**src/rtl/fetch_pkg.sv**
```systemverilog
// Shared fetch-stage definitions: FSM states, next-PC source select used by the
// datapath, reset/NOP constants and a word-alignment helper.
package fetch_pkg;

  typedef enum logic [1:0] {
    S_REQ,   // request outstanding on pc_q
    S_HOLD,  // response captured while the pipe is stalled
    S_DROP   // request still outstanding after a redirect
  } fetch_state_e;

  // Next-PC source selected by the ID-stage next-PC logic.
  typedef enum logic [1:0] {
    PC4,
    BEQ,
    JUMP,
    JR
  } pc_src_e;

  localparam logic [31:0] RESET_PC_DEFAULT = 32'h0000_3000;
  localparam logic [31:0] INSTR_NOP        = 32'h0000_0000;

  // Instruction addresses are always word aligned.
  function automatic logic [31:0] word_align(input logic [31:0] addr);
    return {addr[31:2], 2'b00};
  endfunction

endpackage

```
**src/rtl/fetch_skid.sv**
```systemverilog
// Single-entry buffer with a valid flag. Used for the instruction word caught
// during a stall (hold_q) and for a redirect target waiting on an old request (tgt_q).
module fetch_skid
  import fetch_pkg::*;
#(
  parameter int W = 32
) (
  input  logic         clk,
  input  logic         rst,
  input  logic         load,
  input  logic         clear,
  input  logic [W-1:0] din,
  output logic [W-1:0] q,
  output logic         valid
);

  // Capture on load, drop the valid flag on clear; load wins if both are set.
  // NOTE: the data register is reset along with valid so nothing X ever reaches
  // the IF/ID register; a single entry costs nothing to reset.
  always_ff @(posedge clk or posedge rst) begin
    if (rst) begin
      q     <= '0;
      valid <= 1'b0;
    end else if (load) begin
      q     <= din;
      valid <= 1'b1;
    end else if (clear) begin
      valid <= 1'b0;
    end
  end

endmodule

```
**src/rtl/fetch_ctrl.sv**
```systemverilog
// IF-stage sequencer: owns the PC, drives the instruction-memory handshake,
// loads the IF/ID register, honours stalls and ID-stage redirects.
// Build option FETCH_DELAY_SLOT_EN: branch-delay-slot semantics (the instruction
// after a taken control transfer is delivered, no IF/ID flush). Undefined: the
// wrong-path fetch is squashed and flush_ifid pulses on every accepted redirect.
module fetch_ctrl
  import fetch_pkg::*;
#(
  parameter logic [31:0] RESET_PC = RESET_PC_DEFAULT,
  parameter int          ADDR_W   = 32
) (
  input  logic              clk,
  input  logic              rst,
  input  logic              stall,
  input  logic              redirect_valid,
  input  logic [ADDR_W-1:0] redirect_pc,
  output logic              imem_req,
  output logic [ADDR_W-1:0] imem_addr,
  input  logic              imem_ready,
  input  logic [31:0]       imem_rdata,
  output logic              if_valid,
  output logic [ADDR_W-1:0] if_pc,
  output logic [ADDR_W-1:0] if_pc4,
  output logic [31:0]       if_instr,
  output logic              flush_ifid
);

  fetch_state_e      state;
  logic [ADDR_W-1:0] pc_q;
  logic [ADDR_W-1:0] pc_plus4;
  logic [ADDR_W-1:0] tgt_aligned;
  logic              accept;

  logic              hold_load, hold_clear, hold_valid;
  logic [31:0]       hold_q;
  logic              tgt_load, tgt_clear, tgt_valid;
  logic [ADDR_W-1:0] tgt_q;

  // A redirect raised during a stall is ignored; ID presents it again afterwards.
  assign accept      = redirect_valid & ~stall;
  assign tgt_aligned = word_align(redirect_pc);
  assign pc_plus4    = pc_q + 32'd4;  // wraps modulo 2^32
  assign imem_req    = ~rst & (state != S_HOLD);
  assign imem_addr   = pc_q;
`ifdef FETCH_DELAY_SLOT_EN
  assign flush_ifid  = 1'b0;
`else
  assign flush_ifid  = accept;
`endif

  // Buffer control: catch a response that arrives while stalled, park a redirect
  // target while the old request is still outstanding.
  // NOTE: every output of this block gets a default first so no latch is inferred.
  always_comb begin
    hold_load  = 1'b0;
    hold_clear = 1'b0;
    tgt_load   = 1'b0;
    tgt_clear  = 1'b0;
    case (state)
      S_REQ: begin
        hold_load = imem_ready & stall;
        tgt_load  = accept & ~imem_ready;
      end
      S_HOLD: begin
        hold_clear = ~stall;
        tgt_clear  = ~stall;
      end
      S_DROP: begin
        tgt_load  = accept & ~imem_ready;
`ifdef FETCH_DELAY_SLOT_EN
        hold_load = imem_ready & stall;
        tgt_clear = imem_ready & ~stall;
`else
        tgt_clear = imem_ready;
`endif
      end
      default: ;
    endcase
  end

  fetch_skid #(.W(32)) u_hold (
    .clk(clk), .rst(rst), .load(hold_load), .clear(hold_clear),
    .din(imem_rdata), .q(hold_q), .valid(hold_valid)
  );

  fetch_skid #(.W(ADDR_W)) u_tgt (
    .clk(clk), .rst(rst), .load(tgt_load), .clear(tgt_clear),
    .din(tgt_aligned), .q(tgt_q), .valid(tgt_valid)
  );

  // Fetch FSM: PC sequencing and the registered IF/ID outputs.
  // NOTE: non-blocking assignments only, so every branch sees pre-edge state.
  always_ff @(posedge clk or posedge rst) begin
    if (rst) begin
      state    <= S_REQ;
      pc_q     <= RESET_PC;
      if_valid <= 1'b0;
      if_pc    <= RESET_PC;
      if_pc4   <= RESET_PC + 32'd4;
      if_instr <= INSTR_NOP;
    end else begin
      case (state)
        S_REQ: begin
          if (accept) begin
`ifdef FETCH_DELAY_SLOT_EN
            if (imem_ready) begin
              if_valid <= 1'b1;
              if_pc    <= pc_q;
              if_pc4   <= pc_plus4;
              if_instr <= imem_rdata;
              pc_q     <= tgt_aligned;
            end else begin
              if_valid <= 1'b0;
              state    <= S_DROP;
            end
`else
            if_valid <= 1'b0;
            if (imem_ready) pc_q  <= tgt_aligned;
            else            state <= S_DROP;
`endif
          end else if (imem_ready && stall) begin
            state <= S_HOLD;
          end else if (imem_ready) begin
            if_valid <= 1'b1;
            if_pc    <= pc_q;
            if_pc4   <= pc_plus4;
            if_instr <= imem_rdata;
            pc_q     <= pc_plus4;
          end else if (!stall) begin
            if_valid <= 1'b0;
          end
        end
        S_HOLD: begin
`ifdef FETCH_DELAY_SLOT_EN
          if (!stall) begin
            if_valid <= hold_valid;
            if_pc    <= pc_q;
            if_pc4   <= pc_plus4;
            if_instr <= hold_q;
            pc_q     <= accept ? tgt_aligned : (tgt_valid ? tgt_q : pc_plus4);
            state    <= S_REQ;
          end
`else
          if (accept) begin
            if_valid <= 1'b0;
            pc_q     <= tgt_aligned;
            state    <= S_REQ;
          end else if (!stall) begin
            if_valid <= hold_valid;
            if_pc    <= pc_q;
            if_pc4   <= pc_plus4;
            if_instr <= hold_q;
            pc_q     <= pc_plus4;
            state    <= S_REQ;
          end
`endif
        end
        S_DROP: begin
`ifdef FETCH_DELAY_SLOT_EN
          if (imem_ready && stall) begin
            state <= S_HOLD;
          end else if (imem_ready) begin
            if_valid <= 1'b1;
            if_pc    <= pc_q;
            if_pc4   <= pc_plus4;
            if_instr <= imem_rdata;
            if (accept)         pc_q <= tgt_aligned;
            else if (tgt_valid) pc_q <= tgt_q;
            state    <= S_REQ;
          end else if (!stall) begin
            if_valid <= 1'b0;
          end
`else
          if (imem_ready) begin
            if (accept)         pc_q <= tgt_aligned;
            else if (tgt_valid) pc_q <= tgt_q;
            state <= S_REQ;
          end
`endif
        end
        default: state <= S_REQ;
      endcase
    end
  end

endmodule

```
**config.mk**
```make
export PLATFORM = sky130hd
export DESIGN_NAME = fetch_ctrl
export DESIGN_NICKNAME = d
export VERILOG_FILES = /design/src/rtl/fetch_pkg.sv /design/src/rtl/fetch_skid.sv /design/src/rtl/fetch_ctrl.sv
export SDC_FILE = /design/constraint.sdc
export NUM_CORES = 1
export LEC_CHECK = 0
export ABC_AREA = 1
export ABC_CLOCK_PERIOD_IN_PS = 8310
export BUFFER_PORTS_ARGS = -buffer_cell sky130_fd_sc_hd__buf_2
export CAP_MARGIN = 0
export CORE_UTILIZATION = 50
export CTS_CLUSTER_SIZE = 30
export DETAILED_ROUTE_END_ITERATION = 8
export PLACE_DENSITY = 0.74
export SYNTH_ARGS = -nofsm -noshare
export SYNTH_HDL_FRONTEND = slang
export SYNTH_HIERARCHICAL = 1
export SYNTH_SLANG_ARGS = --single-unit
```
**constraint.sdc**
```tcl
create_clock -name clk -period 8.31 [get_ports clk]
set_clock_uncertainty 0.1 [all_clocks]
set_input_delay 1.2465 -clock clk [delete_from_list [all_inputs] [get_ports clk]]
set_output_delay 1.2465 -clock clk [all_outputs]
set_load 0.005 [all_outputs]
```
# After elaboration in Yosys (flattened, before gate mapping)
# Index checks and enable logic that the tools add are counted.
# word_totals
regBits	195
inputBits	69
out_inout_bits	131
elab_cells	93
# classes
n_addsub	1
n_eq_ne	17
n_mux	47
bitwise	7
reduce_logical	11
# op_table
cell	count
2-to-1 mux 32 bit	21
one-hot mux 32 bit (2 select lines)	3
one-hot mux 32 bit (3 select lines)	1
adder 32 x 3 -> 32 bit, second input constant	1
inequality test 3 bit, second input constant	6
2-to-1 mux 1 bit	13
2-to-1 mux 2 bit	6
inequality test 2 bit, second input constant	6
AND reduction 4 bit	2
AND reduction 7 bit	1
one-hot mux 2 bit (3 select lines)	1
AND reduction 6 bit	1
nonzero test 2 bit	3
bitwise AND 1 bit	4
inequality test 4 bit, second input constant	1
one-hot mux 1 bit (2 select lines)	2
inequality test 3 x 2 -> 1 bit, second input constant	1
NOT 1 bit	3
nonzero test 3 bit	1
== test 2 x 1 -> 1 bit, second input constant	1
== test 2 bit, second input constant	1
logical NOT 2 bit	1
inequality test 2 x 1 -> 1 bit, second input constant	1
OR reduction 2 bit	1
logical AND 1 bit	1

# Depth between registers and ports, before layout
# depth
word_depth	5
depth_mapped	12
depth_no_buf	11

# Modules after synthesis
# Netlist, hierarchy kept.
# modules_own_cells
module	instances	cells_each	area_each_um2	seq_area_each_um2
fetch_ctrl	1	915	6832.8	3236.9
fetch_skid	2	141	1330.0	825.8

# Least setup slack after synthesis
# No wires, ideal clock.
# synth_timing
path_kind	in2out
from	input stall
to	output flush_ifid
t_arrival_ns	1.727
t_required_ns	6.964
setup_slack_ns	5.236
stages	5
n_path_buf	2
cell_sequence	inv_2 nand2_1 buf_4 inv_1 buf_2
# synth_via
elab_chain_cells	2
# synth_rtl
item	line	source
from (decl)	fetch_ctrl.sv:14	input logic stall,
NOT 1 bit	fetch_ctrl.sv:40	assign accept = redirect_valid & ~stall;
bitwise AND 1 bit	fetch_ctrl.sv:40	
to (decl)	fetch_ctrl.sv:25	output logic flush_ifid
# No other way between the ends.

# Worst setup path after layout
# Same ends and word-level chain as after synthesis.

==> results.toml <==
[setup_path]
cp_common_cell = "buf_2"
start_kind = "primary input"
crit_type = "in2out"
rr_startpoint = "state[1]$_DFFE_PP0P_"
critical_path.max_fanout = 38
cp_slowest_stage_delay_ns = 0.37
critPathLaunch = "stall"
cp_slowest_cell = "buf_4"
worstPathArrival_ns = 2.41
crit_path_end_kind = "primary output"
regToRegSetupSlack_ns = 4.97
crit_end = "flush_ifid"
r2r_end = "if_pc4[31]$_DFFE_PP0P_"
worstPathRequired_ns = 6.96
rr_worst_depth = 8
path_cells = "buf_2 > inv_2 > nand2_1 > buf_4 > inv_1 > buf_2"

[finish]
instances_no_fill = 1608
final_nets = 1435
drive_above_1_share_pct = 21.1
syn2layout_area_growth_pct = 15.4
diodes = 0

[detailed_routing]
wl_per_cell_um = 15.4
wl_met3_um = 1730
wl_met1_um = 11300
via_per_inst = 5.13
ant_nets = 0
first_iter_violations = 680
vias = 8250
drc = 0
firstDrtPassIters = 5
wl_met2_um = 11200
drt-total-wl_um = 24700
routed.top_layer = "met4"

[floorplanning]
initial_core_util_pct = 50.9
die_area_mm2 = 0.0195
io_pins = 200
die_width_um = 140
die-height_um = 140
rows = 50
coreArea_mm2 = 0.0186

[power]
ir_drop_uv = 226
p_per_area_mw_per_mm2 = 403
total_power_uw = 4420
p_leak_uw = 0.00579

[synth]
yosys.area.top_type = "dfrtp_1"
synth_area_per_cell_um2 = 7.93
yosys_warnings = 6
synthMuxAreaShare_pct = 0
syn_inst = 1197
synthSimpleGateAreaFrac_pct = 27.5
syn_area_mm2 = 0.00949
synth_seq_area_share_pct = 51.5
synthAdderAreaFrac_pct = 0.659
synthTopCellsByArea = "dfrtp_1 (50%), nand2_1 (20%), nor2_1 (3.7%)"
synth_common_cells = "nand2_1 (495), dfrtp_1 (188), nor2_1 (94)"
yosysMostFrequentCell = "nand2_1"
synth.distinct_cells = 37
synthXorXnorAreaFrac_pct = 0.646
synth_top_family_by_area = "simple AND/OR/NAND/NOR gates"
synth-compound-area-share_pct = 10.4
synth_top_area_share_pct = 49.6
synthArstFlopShare_pct = 100
synthFlopType = "dfrtp_1"
ys_ff_latch = 195
synth_edf_count = 0

[global_routing]
track_usage_pct = 26.1
overflow = 0
grt_pass1_vias = 7576
grt_pass1_wl_um = 39600
antenna_found_initial = 0
grt_max_degree = 80

[timing]
setup_slack_ns = 4.56
min_period_ns = 3.75
maxSlewViolCount = 0
slew_headroom_pct = 34.2
setup_viol = 0
finalCritPeriodShare_pct = 45.2
setup_tns_ns = 0
final_hold_viol_count = 0
whs_ns = 0.373
rsz0062_at_grt = "false"
fmax_mhz = 266
worst_pin_slew_ns = 0.988

[clock_tree]
cts_tree = "built"
clkLatencyLatePin_ns = 0.43
clk_pin_slew_ns = 0.07
cts_made_buffers = 17
cts_max_level = 4
cts_sinks = 195
cts_resized = 0
cts_setup_buffers = 0
root_buffer = "clkbuf_16"
postCtsHoldBufs = 0
clk_path_buf_depth = 2

[status]
status = "complete, no violations"

[place]
dp_cells = 1576
gp_congestion = 0.899
hpwl_um = 17200
dp_slack_ns = 4.43
io_buffers = 197

[job]
maxCapViolations = 0

[hold_path]
hp-class = "reg2reg"
layout make-up:
type / count / area [µm²]
sequential: 195 / 4890
multi-input combinational: 850 / 3750
clock buffer: 20 / 467
timing repair buffer: 205 / 1050
clock inverter: 12 / 153
tap: 234 / 293
inverter: 92 / 363
fill: 1757 / 7690
critical path: cells and delay by family:
kind	cells	cell delay, ns
AND/OR/NAND/NOR	1	0.05
buffers and inverters	5	1.08
how the worst min path moves through the flow:
stage,from,endpoint,cells past startpoint
2_1_floorplan,u_hold/valid$_DFFE_PP0P_,u_hold/valid$_DFFE_PP0P_,2
3_3_place_gp,u_hold/q[27]$_DFFE_PP0P_,u_hold/q[27]$_DFFE_PP0P_,2
3_5_place_dp,u_hold/q[26]$_DFFE_PP0P_,u_hold/q[26]$_DFFE_PP0P_,2
4_1_cts,u_hold/q[26]$_DFFE_PP0P_,u_hold/q[26]$_DFFE_PP0P_,2
5_1_grt,if_pc[12]$_DFFE_PP1P_,if_pc[12]$_DFFE_PP1P_,2
6_report,u_tgt/q[21]$_DFFE_PP0P_,u_tgt/q[21]$_DFFE_PP0P_,2
cell usage in the layout, fill, tap and decap left out, drive strengths merged, types with 2 or more instances in the layout:
| cell | Yosys | routed |
|---|---|---|
| ha | 5 | 5 |
| clkbuf | 17 | 20 |
| o21ai | 120 | 120 |
| buf | 44 | 205 |
| bufinv | 0 | 3 |
| inv | 92 | 94 |
| nor2 | 103 | 103 |
| conb | 1 | 2 |
| xor2 | 7 | 7 |
| and2 | 2 | 2 |
| a21oi | 10 | 10 |
| clkinv | 0 | 6 |
| nand3 | 35 | 35 |
| o22ai | 21 | 21 |
| dfstp | 7 | 7 |
| a31oi | 18 | 18 |
| nand2 | 516 | 516 |
| dfrtp | 188 | 188 |
| o211ai | 3 | 3 |
sequential cells by signal, summed over array words and instances, names as in the netlist:
register / count
if_instr: 32
u_hold/valid: 1
u_tgt/valid: 1
imem_addr: 32
state: 2
u_tgt/q: 32
u_hold/q: 32
if_valid: 1
if_pc4: 30
if_pc: 32
power breakdown:
part,internal [µW],switching [µW]
combinational,658,1150
sequential,1420,328
clock,499,361
total,2580,1840
logic make-up after synthesis:
logic type | Yosys count
buffers and inverters | 153
AOI/OAI and AO/OA | 178
other | 1
xor gates and xnor gates | 7
adders and majority gates | 5
and+or+nand+nor | 658
DFF | 195
metrics by stage:
step | area [µm²] | utilization [%]
after floorplan | 9500 | -
after global placement | 10300 | 55.4
after detailed placement | 10300 | 55.4
after CTS | 11000 | 58.8
after global routing | 11000 | 58.8
final | 11000 | 58.8
metal layers:
metal / vias to the layer above / global-route usage, %
li1: 4087 / -
met1: 3813 / 37.8
met2: 316 / 39.7
met3: 34 / 3.99
met4: 0 / 9.37
met5: - / 0
No activity file was read; power rests on OpenSTA's default activity.
